### src/rtl/morse_pkg.sv
// morse_pkg: shared Morse timing thresholds, FSM states and code-to-ASCII table
// Codes hold a leading sentinel 1 followed by elements MSB-first (dot=0, dash=1).
package morse_pkg;
    localparam int DASH_MIN_UNITS   = 2;
    localparam int LETTER_GAP_UNITS = 2;
    localparam int WORD_GAP_UNITS   = 5;
    localparam logic [6:0] CODE_SENTINEL = 7'b0000001;
    // '?' legitimately decodes to 0x3F, so it must be told apart from a miss
    localparam logic [6:0] CODE_QMARK    = 7'b1001100;
    typedef enum logic [1:0] {IDLE, MARK, SPACE} state_t;
    function automatic logic [7:0] code_to_ascii(input logic [6:0] code);
        case (code)
            7'b0000101: code_to_ascii = "A";
            7'b0011000: code_to_ascii = "B";
            7'b0011010: code_to_ascii = "C";
            7'b0001100: code_to_ascii = "D";
            7'b0000010: code_to_ascii = "E";
            7'b0010010: code_to_ascii = "F";
            7'b0001110: code_to_ascii = "G";
            7'b0010000: code_to_ascii = "H";
            7'b0000100: code_to_ascii = "I";
            7'b0010111: code_to_ascii = "J";
            7'b0001101: code_to_ascii = "K";
            7'b0010100: code_to_ascii = "L";
            7'b0000111: code_to_ascii = "M";
            7'b0000110: code_to_ascii = "N";
            7'b0001111: code_to_ascii = "O";
            7'b0010110: code_to_ascii = "P";
            7'b0011101: code_to_ascii = "Q";
            7'b0001010: code_to_ascii = "R";
            7'b0001000: code_to_ascii = "S";
            7'b0000011: code_to_ascii = "T";
            7'b0001001: code_to_ascii = "U";
            7'b0010001: code_to_ascii = "V";
            7'b0001011: code_to_ascii = "W";
            7'b0011001: code_to_ascii = "X";
            7'b0011011: code_to_ascii = "Y";
            7'b0011100: code_to_ascii = "Z";
            7'b0111111: code_to_ascii = "0";
            7'b0101111: code_to_ascii = "1";
            7'b0100111: code_to_ascii = "2";
            7'b0100011: code_to_ascii = "3";
            7'b0100001: code_to_ascii = "4";
            7'b0100000: code_to_ascii = "5";
            7'b0110000: code_to_ascii = "6";
            7'b0111000: code_to_ascii = "7";
            7'b0111100: code_to_ascii = "8";
            7'b0111110: code_to_ascii = "9";
            7'b1010101: code_to_ascii = ".";
            7'b1110011: code_to_ascii = ",";
            7'b1001100: code_to_ascii = "?";
            7'b0110010: code_to_ascii = "/";
            7'b0110001: code_to_ascii = "=";
            7'b1100001: code_to_ascii = "-";
            default:    code_to_ascii = 8'h3F;
        endcase
    endfunction
endpackage

### src/rtl/morse_sync_fifo.sv
// morse_sync_fifo: single-clock first-word fall-through FIFO
// Ports: i_clk, i_rst_n (async active-low), i_push/i_data write side,
// i_pop read side, o_data head entry (0 when empty), o_full, o_empty.
// A pop on a full FIFO frees the slot for a push in the same cycle.
module morse_sync_fifo #(
    parameter int DEPTH = 4,
    parameter int W     = 8
) (
    input  logic         i_clk,
    input  logic         i_rst_n,
    input  logic         i_push,
    input  logic [W-1:0] i_data,
    input  logic         i_pop,
    output logic [W-1:0] o_data,
    output logic         o_full,
    output logic         o_empty
);
    localparam int AW = $clog2(DEPTH);
    logic [W-1:0] r_mem [DEPTH];
    logic [AW-1:0] r_rd, r_wr;
    logic [AW:0] r_count;
    logic w_push, w_pop;
    assign o_empty = r_count == '0;
    assign o_full  = r_count == (AW+1)'(DEPTH);
    assign w_pop   = i_pop && !o_empty;
    assign w_push  = i_push && (!o_full || w_pop);
    assign o_data  = o_empty ? '0 : r_mem[r_rd];
    always_ff @(posedge i_clk)
        if (w_push) r_mem[r_wr] <= i_data;
    always_ff @(posedge i_clk or negedge i_rst_n)
        if (!i_rst_n) begin
            r_rd    <= '0;
            r_wr    <= '0;
            r_count <= '0;
        end else begin
            if (w_push) r_wr <= r_wr + 1'b1;
            if (w_pop) r_rd <= r_rd + 1'b1;
            r_count <= r_count + {{AW{1'b0}}, w_push} - {{AW{1'b0}}, w_pop};
        end
endmodule

### src/rtl/morse_decoder.sv
// morse_decoder: on/off keyed Morse receiver producing an ASCII valid/ready stream
// Ports: aclk, aresetn (async active-low), prescaler (unit = prescaler+1 cycles),
// morse_in (async keyed line), ascii_out/ascii_valid/ascii_ready output stream,
// overrun (byte dropped on full FIFO), code_err (0x3F pushed for an invalid code).
module morse_decoder #(
    parameter int FIFO_DEPTH = 4,
    parameter int MAX_ELEMS  = 6
) (
    input  logic        aclk,
    input  logic        aresetn,
    input  logic [31:0] prescaler,
    input  logic        morse_in,
    output logic [7:0]  ascii_out,
    output logic        ascii_valid,
    input  logic        ascii_ready,
    output logic        overrun,
    output logic        code_err
);
    import morse_pkg::*;
    localparam int EW = $clog2(MAX_ELEMS + 2);
    logic r_sync1, r_s, r_s_d, r_armed, r_overrun, r_code_err;
    logic [31:0] r_unit;
    logic [2:0] r_run;
    logic [6:0] r_code;
    logic [EW-1:0] r_elem;
    state_t r_state, w_next;
    logic w_rise, w_fall, w_edge, w_tick, w_dash, w_invalid;
    logic w_shift, w_push_letter, w_push_space, w_push, w_full, w_empty;
    logic [7:0] w_letter, w_push_data;
    assign w_rise = r_s && !r_s_d;
    assign w_fall = !r_s && r_s_d;
    assign w_edge = w_rise || w_fall;
    // >= rather than == so a lowered prescaler wraps at once instead of running to 2^32
    assign w_tick = !w_edge && (r_unit >= prescaler);
    assign w_dash = r_run >= 3'(DASH_MIN_UNITS);
    assign w_invalid = (r_elem > EW'(MAX_ELEMS)) ||
                       (code_to_ascii(r_code) == 8'h3F && r_code != CODE_QMARK);
    assign w_letter = w_invalid ? 8'h3F : code_to_ascii(r_code);
    assign w_push = w_push_letter || w_push_space;
    assign w_push_data = w_push_space ? 8'h20 : w_letter;
    assign ascii_valid = !w_empty;
    assign overrun = r_overrun;
    assign code_err = r_code_err;
    // Gap pushes fire on the tick that carries run_units up to the threshold
    always_comb begin
        w_next = r_state;
        w_shift = 1'b0;
        w_push_letter = 1'b0;
        w_push_space = 1'b0;
        case (r_state)
            IDLE: w_next = w_rise ? MARK : IDLE;
            MARK: begin
                w_shift = w_fall;
                w_next = w_fall ? SPACE : MARK;
            end
            SPACE: begin
                w_push_letter = !w_rise && w_tick && r_run == 3'(LETTER_GAP_UNITS - 1) && r_elem != '0;
                w_push_space = !w_rise && w_tick && r_run == 3'(WORD_GAP_UNITS - 1) && r_armed;
                w_next = w_rise ? MARK : w_push_space ? IDLE : SPACE;
            end
            default: w_next = IDLE;
        endcase
    end
    always_ff @(posedge aclk or negedge aresetn)
        if (!aresetn) r_state <= IDLE;
        else r_state <= w_next;
    always_ff @(posedge aclk or negedge aresetn)
        if (!aresetn) begin
            r_sync1    <= 1'b0;
            r_s        <= 1'b0;
            r_s_d      <= 1'b0;
            r_unit     <= '0;
            r_run      <= '0;
            r_code     <= CODE_SENTINEL;
            r_elem     <= '0;
            r_armed    <= 1'b0;
            r_overrun  <= 1'b0;
            r_code_err <= 1'b0;
        end else begin
            r_sync1 <= morse_in;
            r_s     <= r_sync1;
            r_s_d   <= r_s;
            r_unit  <= (w_edge || r_unit >= prescaler) ? '0 : r_unit + 32'd1;
            r_run   <= w_edge ? '0 : (w_tick && r_run != 3'd7) ? r_run + 3'd1 : r_run;
            if (w_shift) begin
                if (r_elem < EW'(MAX_ELEMS)) r_code <= {r_code[5:0], w_dash};
                if (r_elem != EW'(MAX_ELEMS + 1)) r_elem <= r_elem + 1'b1;
            end else if (w_push_letter) begin
                r_code <= CODE_SENTINEL;
                r_elem <= '0;
            end
            r_armed    <= w_push_letter ? 1'b1 : w_push_space ? 1'b0 : r_armed;
            r_overrun  <= w_push && w_full && !ascii_ready;
            r_code_err <= w_push_letter && w_invalid;
        end
    morse_sync_fifo #(.DEPTH(FIFO_DEPTH), .W(8)) u_fifo (
        .i_clk   (aclk),
        .i_rst_n (aresetn),
        .i_push  (w_push),
        .i_data  (w_push_data),
        .i_pop   (ascii_ready),
        .o_data  (ascii_out),
        .o_full  (w_full),
        .o_empty (w_empty)
    );
endmodule

### config.mk
export PLATFORM = sky130hd
export DESIGN_NAME = morse_decoder
export DESIGN_NICKNAME = d
export VERILOG_FILES = /design/src/rtl/morse_pkg.sv /design/src/rtl/morse_sync_fifo.sv /design/src/rtl/morse_decoder.sv
export SDC_FILE = /design/constraint.sdc
export NUM_CORES = 1
export LEC_CHECK = 0
export ABC_AREA = 1
export CAP_MARGIN = 20
export CORE_AREA = 2 2 104 132
export CTS_BUF_LIST = sky130_fd_sc_hd__clkbuf_16
export DETAILED_ROUTE_END_ITERATION = 6
export DIE_AREA = 0 0 106 134
export PLACE_DENSITY = 0.7
export SLEW_MARGIN = 0
export SYNTH_ARGS = -nofsm -noshare
export SYNTH_HDL_FRONTEND = slang
export SYNTH_SLANG_ARGS = --single-unit
### constraint.sdc
create_clock -name aclk -period 2.85 [get_ports aclk]
set_clock_uncertainty 0.05 [all_clocks]
set_input_delay 0.285 -clock aclk [delete_from_list [all_inputs] [get_ports aclk]]
set_output_delay 0.285 -clock aclk [all_outputs]
set_load 0.02 [all_outputs]
==> impl_metrics.tcl <==
set metrics [dict create \
    outcome "completed" \
    comb_power_share 0.283 \
    switching_share 0.3195 \
    clockRootBuffer "clkbuf_16" \
    cts_htree_levels 3 \
    die_h_um 134 \
    avgSynthCellArea_sq_um 8.232 \
    num_io_pins 47 \
    holdPathStages 0 \
    dr.pass1.iters 4 \
    ys_ff_latch 88 \
    track_usage 0.1930 \
    antenna_found_initial 0 \
    irDropWorstVdd_uv 269.9 \
    grt_pass1_vias 4864 \
    worstMarginPinSlew_ns 0.7413 \
    rows 47 \
    drc 0 \
    hold_path.class "flip-flop to flip-flop" \
    critPathLaunch "r_unit[27]" \
    worstPathMaxFanout 4 \
    dpl.hpwl_um 9854 \
    grt-ovfl-total 0 \
    initial_core_util 0.4415 \
    layout.nets 866 \
    power_mw 3.815 \
    seqPwrFrac 0.393 \
    port_buffers 45 \
    r2r_slack_ns 0.10 \
    crit_arrival_ns 2.93 \
    wire_per_inst_um 13.81 \
    fmax_ghz 0.3641 \
    die-area_sq_um 14200 \
    synth.cell_area_sq_um 5738 \
    hold_end "r_s" \
    final_layout_size_suffix_gt1_frac 0.1309 \
    fin_crit_ns 2.746 \
    final_max_slew_viol_count 0 \
    power_leakage_nw 3.284 \
    p_int_mw 2.596 \
    final_hold_viol_count 0 \
    r2r_cells 15 \
    grt_max_degree 33 \
    synthArstFlopShare 0.6818 \
    core_area_sq_um 13000 \
    cts_buffers 9 \
    clock_latency_ns 0.34 \
    yosysSeqAreaShare 0.4084 \
    vias_per_cell 5.086 \
    crit_path_start_kind "flip-flop" \
    path_buf_inv 3 \
    worstPathCellList "ha_1 -> nand2_1 -> nor2_2 -> nand2_1 -> nor2_2 -> nand2_4 -> nand2_4 -> nand4_4 -> o21ai_4 -> nand2_2 -> inv_2 -> ha_2 -> inv_2 -> fa_2 -> inv_1" \
    crit_required_ns 3.03 \
    cts_tree "done" \
    num_vias 4832 \
    numClockSinks 88 \
    power.density_nw_per_um2 545.2 \
    synth_cell_types 47 \
    antenna_cells 0 \
    grt_pass1_wl_um 21910 \
    p_clk_frac 0.324 \
    critical-path-top-delay-family "adder cells" \
    dieWidth_um 106 \
    max-slew-margin-rel 0.5058 \
    worstSetupPathType "flip-flop to flip-flop" \
    cpMaxStageDelayCell "fa_2" \
    netSwitchingPower_mw 1.219 \
    rr_startpoint "r_unit[27]" \
    maxCapViolCount 0 \
    postRouteAntennaNets 0 \
    syn_to_final_growth_pct 21.96 \
    place.gp.congestion 0.9061 \
    setup_viol 0 \
    rr_endpoint "u_fifo.r_count[1]" \
    drtIter0Drc 263 \
    cts.clk_slew.worst_paths_ns 0.06 \
    syn_inst 697 \
    yosys_warnings 0 \
    wl_um 13120 \
    synth-edff-count 28 \
    hp-start "r_sync1" \
    synth_ff_type "dfrtp_1" \
    crit_path_end_kind "flip-flop" \
    worst_path_largest_cell_delay_ns 0.51 \
    synth_fp_nets 789 \
    clock_path_buffers 2 \
    fin_tns_setup_ns 0 \
    fin_crit_sh 0.9636 \
]
==> kinds of logic (layout without fill, tap and decap cells) <==
family                   Yosys count  after routing  synth area share
AND/OR/NAND/NOR                  300            300            0.2512
buffers and inverters            131            213           0.08962
AO/OA/AOI/OAI                    101            101           0.09616
flip-flops                        88             88            0.4084
adder cells (fa/ha/maj)           56             56            0.1234
XOR/XNOR                          20             20           0.03053
other                              1              1         0.0006535
==> through the flow <==
stage / setup slack (ns) / instance area, sq um / std cells / hold WS (ns) / utilization
after floorplan: 0.2084 / 5738 / 697 / -0.06059 / -
after global placement: -0.2688 / 6545 / 927 / 0.2885 / 0.5036
after detailed placement: -0.3984 / 6545 / 927 / 0.2977 / 0.5036
after CTS: 0.01346 / 6870 / 944 / 0.3116 / 0.5286
after global routing: -0.04165 / 6998 / 950 / 0.3109 / 0.5385
final: 0.1039 / 6998 / 950 / 0.3056 / 0.5385
==> layer usage <==
layer / vias up / global-route usage / wire, um
met3: 21 / 0.02770 / 411
met5: - / 0 / 0
met2: 95 / 0.3520 / 6825
met1: 2275 / 0.2313 / 5648
met4: 0 / 0.06725 / 233
li1: 2441 / - / -
==> what timing repair did <==
item	CTS	global route
pin swaps	0	10
endpoints found under the setup margin	2	34
endpoints found under the hold margin	27	0
hold buffers	1	0
buffers inserted	0	6
gates resized for setup	1	22
==> layout make-up <==
cell class | count | area (sq um)
Clock buffer | 9 | 225.2
Clock inverter | 7 | 86.33
Fill cell | 1174 | 5998
Inverter | 117 | 439.2
Multi-Input combinational cell | 478 | 2964
Sequential cell | 88 | 2346
Tap cell | 171 | 214.0
Timing Repair Buffer | 80 | 723.2
==> synthesized netlist by cell type, types with 2 or more instances <==
cell	instances	share of area
o21ai_1	5	0.0044
o22ai_1	2	0.0022
nor3_1	12	0.010
o211ai_1	3	0.0039
nand3b_1	3	0.0039
nand4_2	4	0.0087
nor3b_1	5	0.0065
clkbuf_1	7	0.0046
nand3_2	2	0.0035
nor2_1	81	0.053
nor4_2	2	0.0044
nand2_2	5	0.0055
o2111ai_1	2	0.0031
xnor2_1	8	0.012
o21ai_0	42	0.037
ha_1	55	0.12
nor4_1	2	0.0022
nor3_2	2	0.0035
dfrtp_1	59	0.26
edfxtp_1	28	0.15
a211oi_1	2	0.0026
xor2_1	12	0.018
nor2_2	9	0.0098
clkinv_1	2	0.0013
o21a_1	4	0.0052
nand4_1	13	0.014
buf_2	3	0.0026
inv_2	6	0.0039
nand3_1	47	0.041
nor2_4	2	0.0039
inv_1	109	0.071
buf_4	3	0.0039
nand2_1	107	0.070
a21oi_1	36	0.031
==> worst max-delay path by stage <==
stage / end / slack (ns) / cells after the start
after floorplan: u_fifo.r_count[2] / 0.21 / 19
after global placement: u_fifo.r_count[1] / -0.27 / 21
after detailed placement: u_fifo.r_count[2] / -0.40 / 21
after CTS: u_fifo.r_count[2] / 0.01 / 19
after global routing: u_fifo.r_count[1] / -0.04 / 19
final: u_fifo.r_count[1] / 0.10 / 15
==> sequential cells by signal, summed over array words and instances (netlist names), 2 cells and up <==
register / count
u_fifo.r_count: 3
u_fifo.r_wr: 2
r_code: 7
u_fifo.r_rd: 2
r_unit: 32
r_run: 3
u_fifo.r_mem: 28
r_state: 2
r_elem: 3
==> power by group through the flow <==
stage | logic [mW] | clock network, mW | registers [mW]
floorplan | 0.706 | 0 | 1.46
global placement | 1.02 | 0 | 1.52
detailed placement | 1.05 | 0 | 1.52
CTS | 1.06 | 1.25 | 1.50
global route | 1.20 | 1.31 | 1.52
finish | 1.08 | 1.24 | 1.50
==> layout by cell type (no fill, tap or decap), types with 3 or more instances in the layout <==
master | netlist | routed
a21oi_1 | 36 | 35
buf_4 | 3 | 33
clkbuf_16 | 0 | 9
clkdlybuf4s50_1 | 0 | 44
clkinv_1 | 2 | 5
dfrtp_1 | 59 | 57
edfxtp_1 | 28 | 28
ha_1 | 55 | 52
inv_1 | 109 | 106
inv_2 | 6 | 9
nand2_1 | 107 | 103
nand2_2 | 5 | 7
nand3_1 | 47 | 47
nand3b_1 | 3 | 3
nand4_1 | 13 | 13
nand4_2 | 4 | 3
nor2_1 | 81 | 79
nor2_2 | 9 | 11
nor3_1 | 12 | 11
nor3_2 | 2 | 3
nor3b_1 | 5 | 5
o211ai_1 | 3 | 3
o21a_1 | 4 | 4
o21ai_0 | 42 | 41
o21ai_1 | 5 | 5
xnor2_1 | 8 | 8
xor2_1 | 12 | 12
No activity file was read; power rests on OpenSTA's default activity.
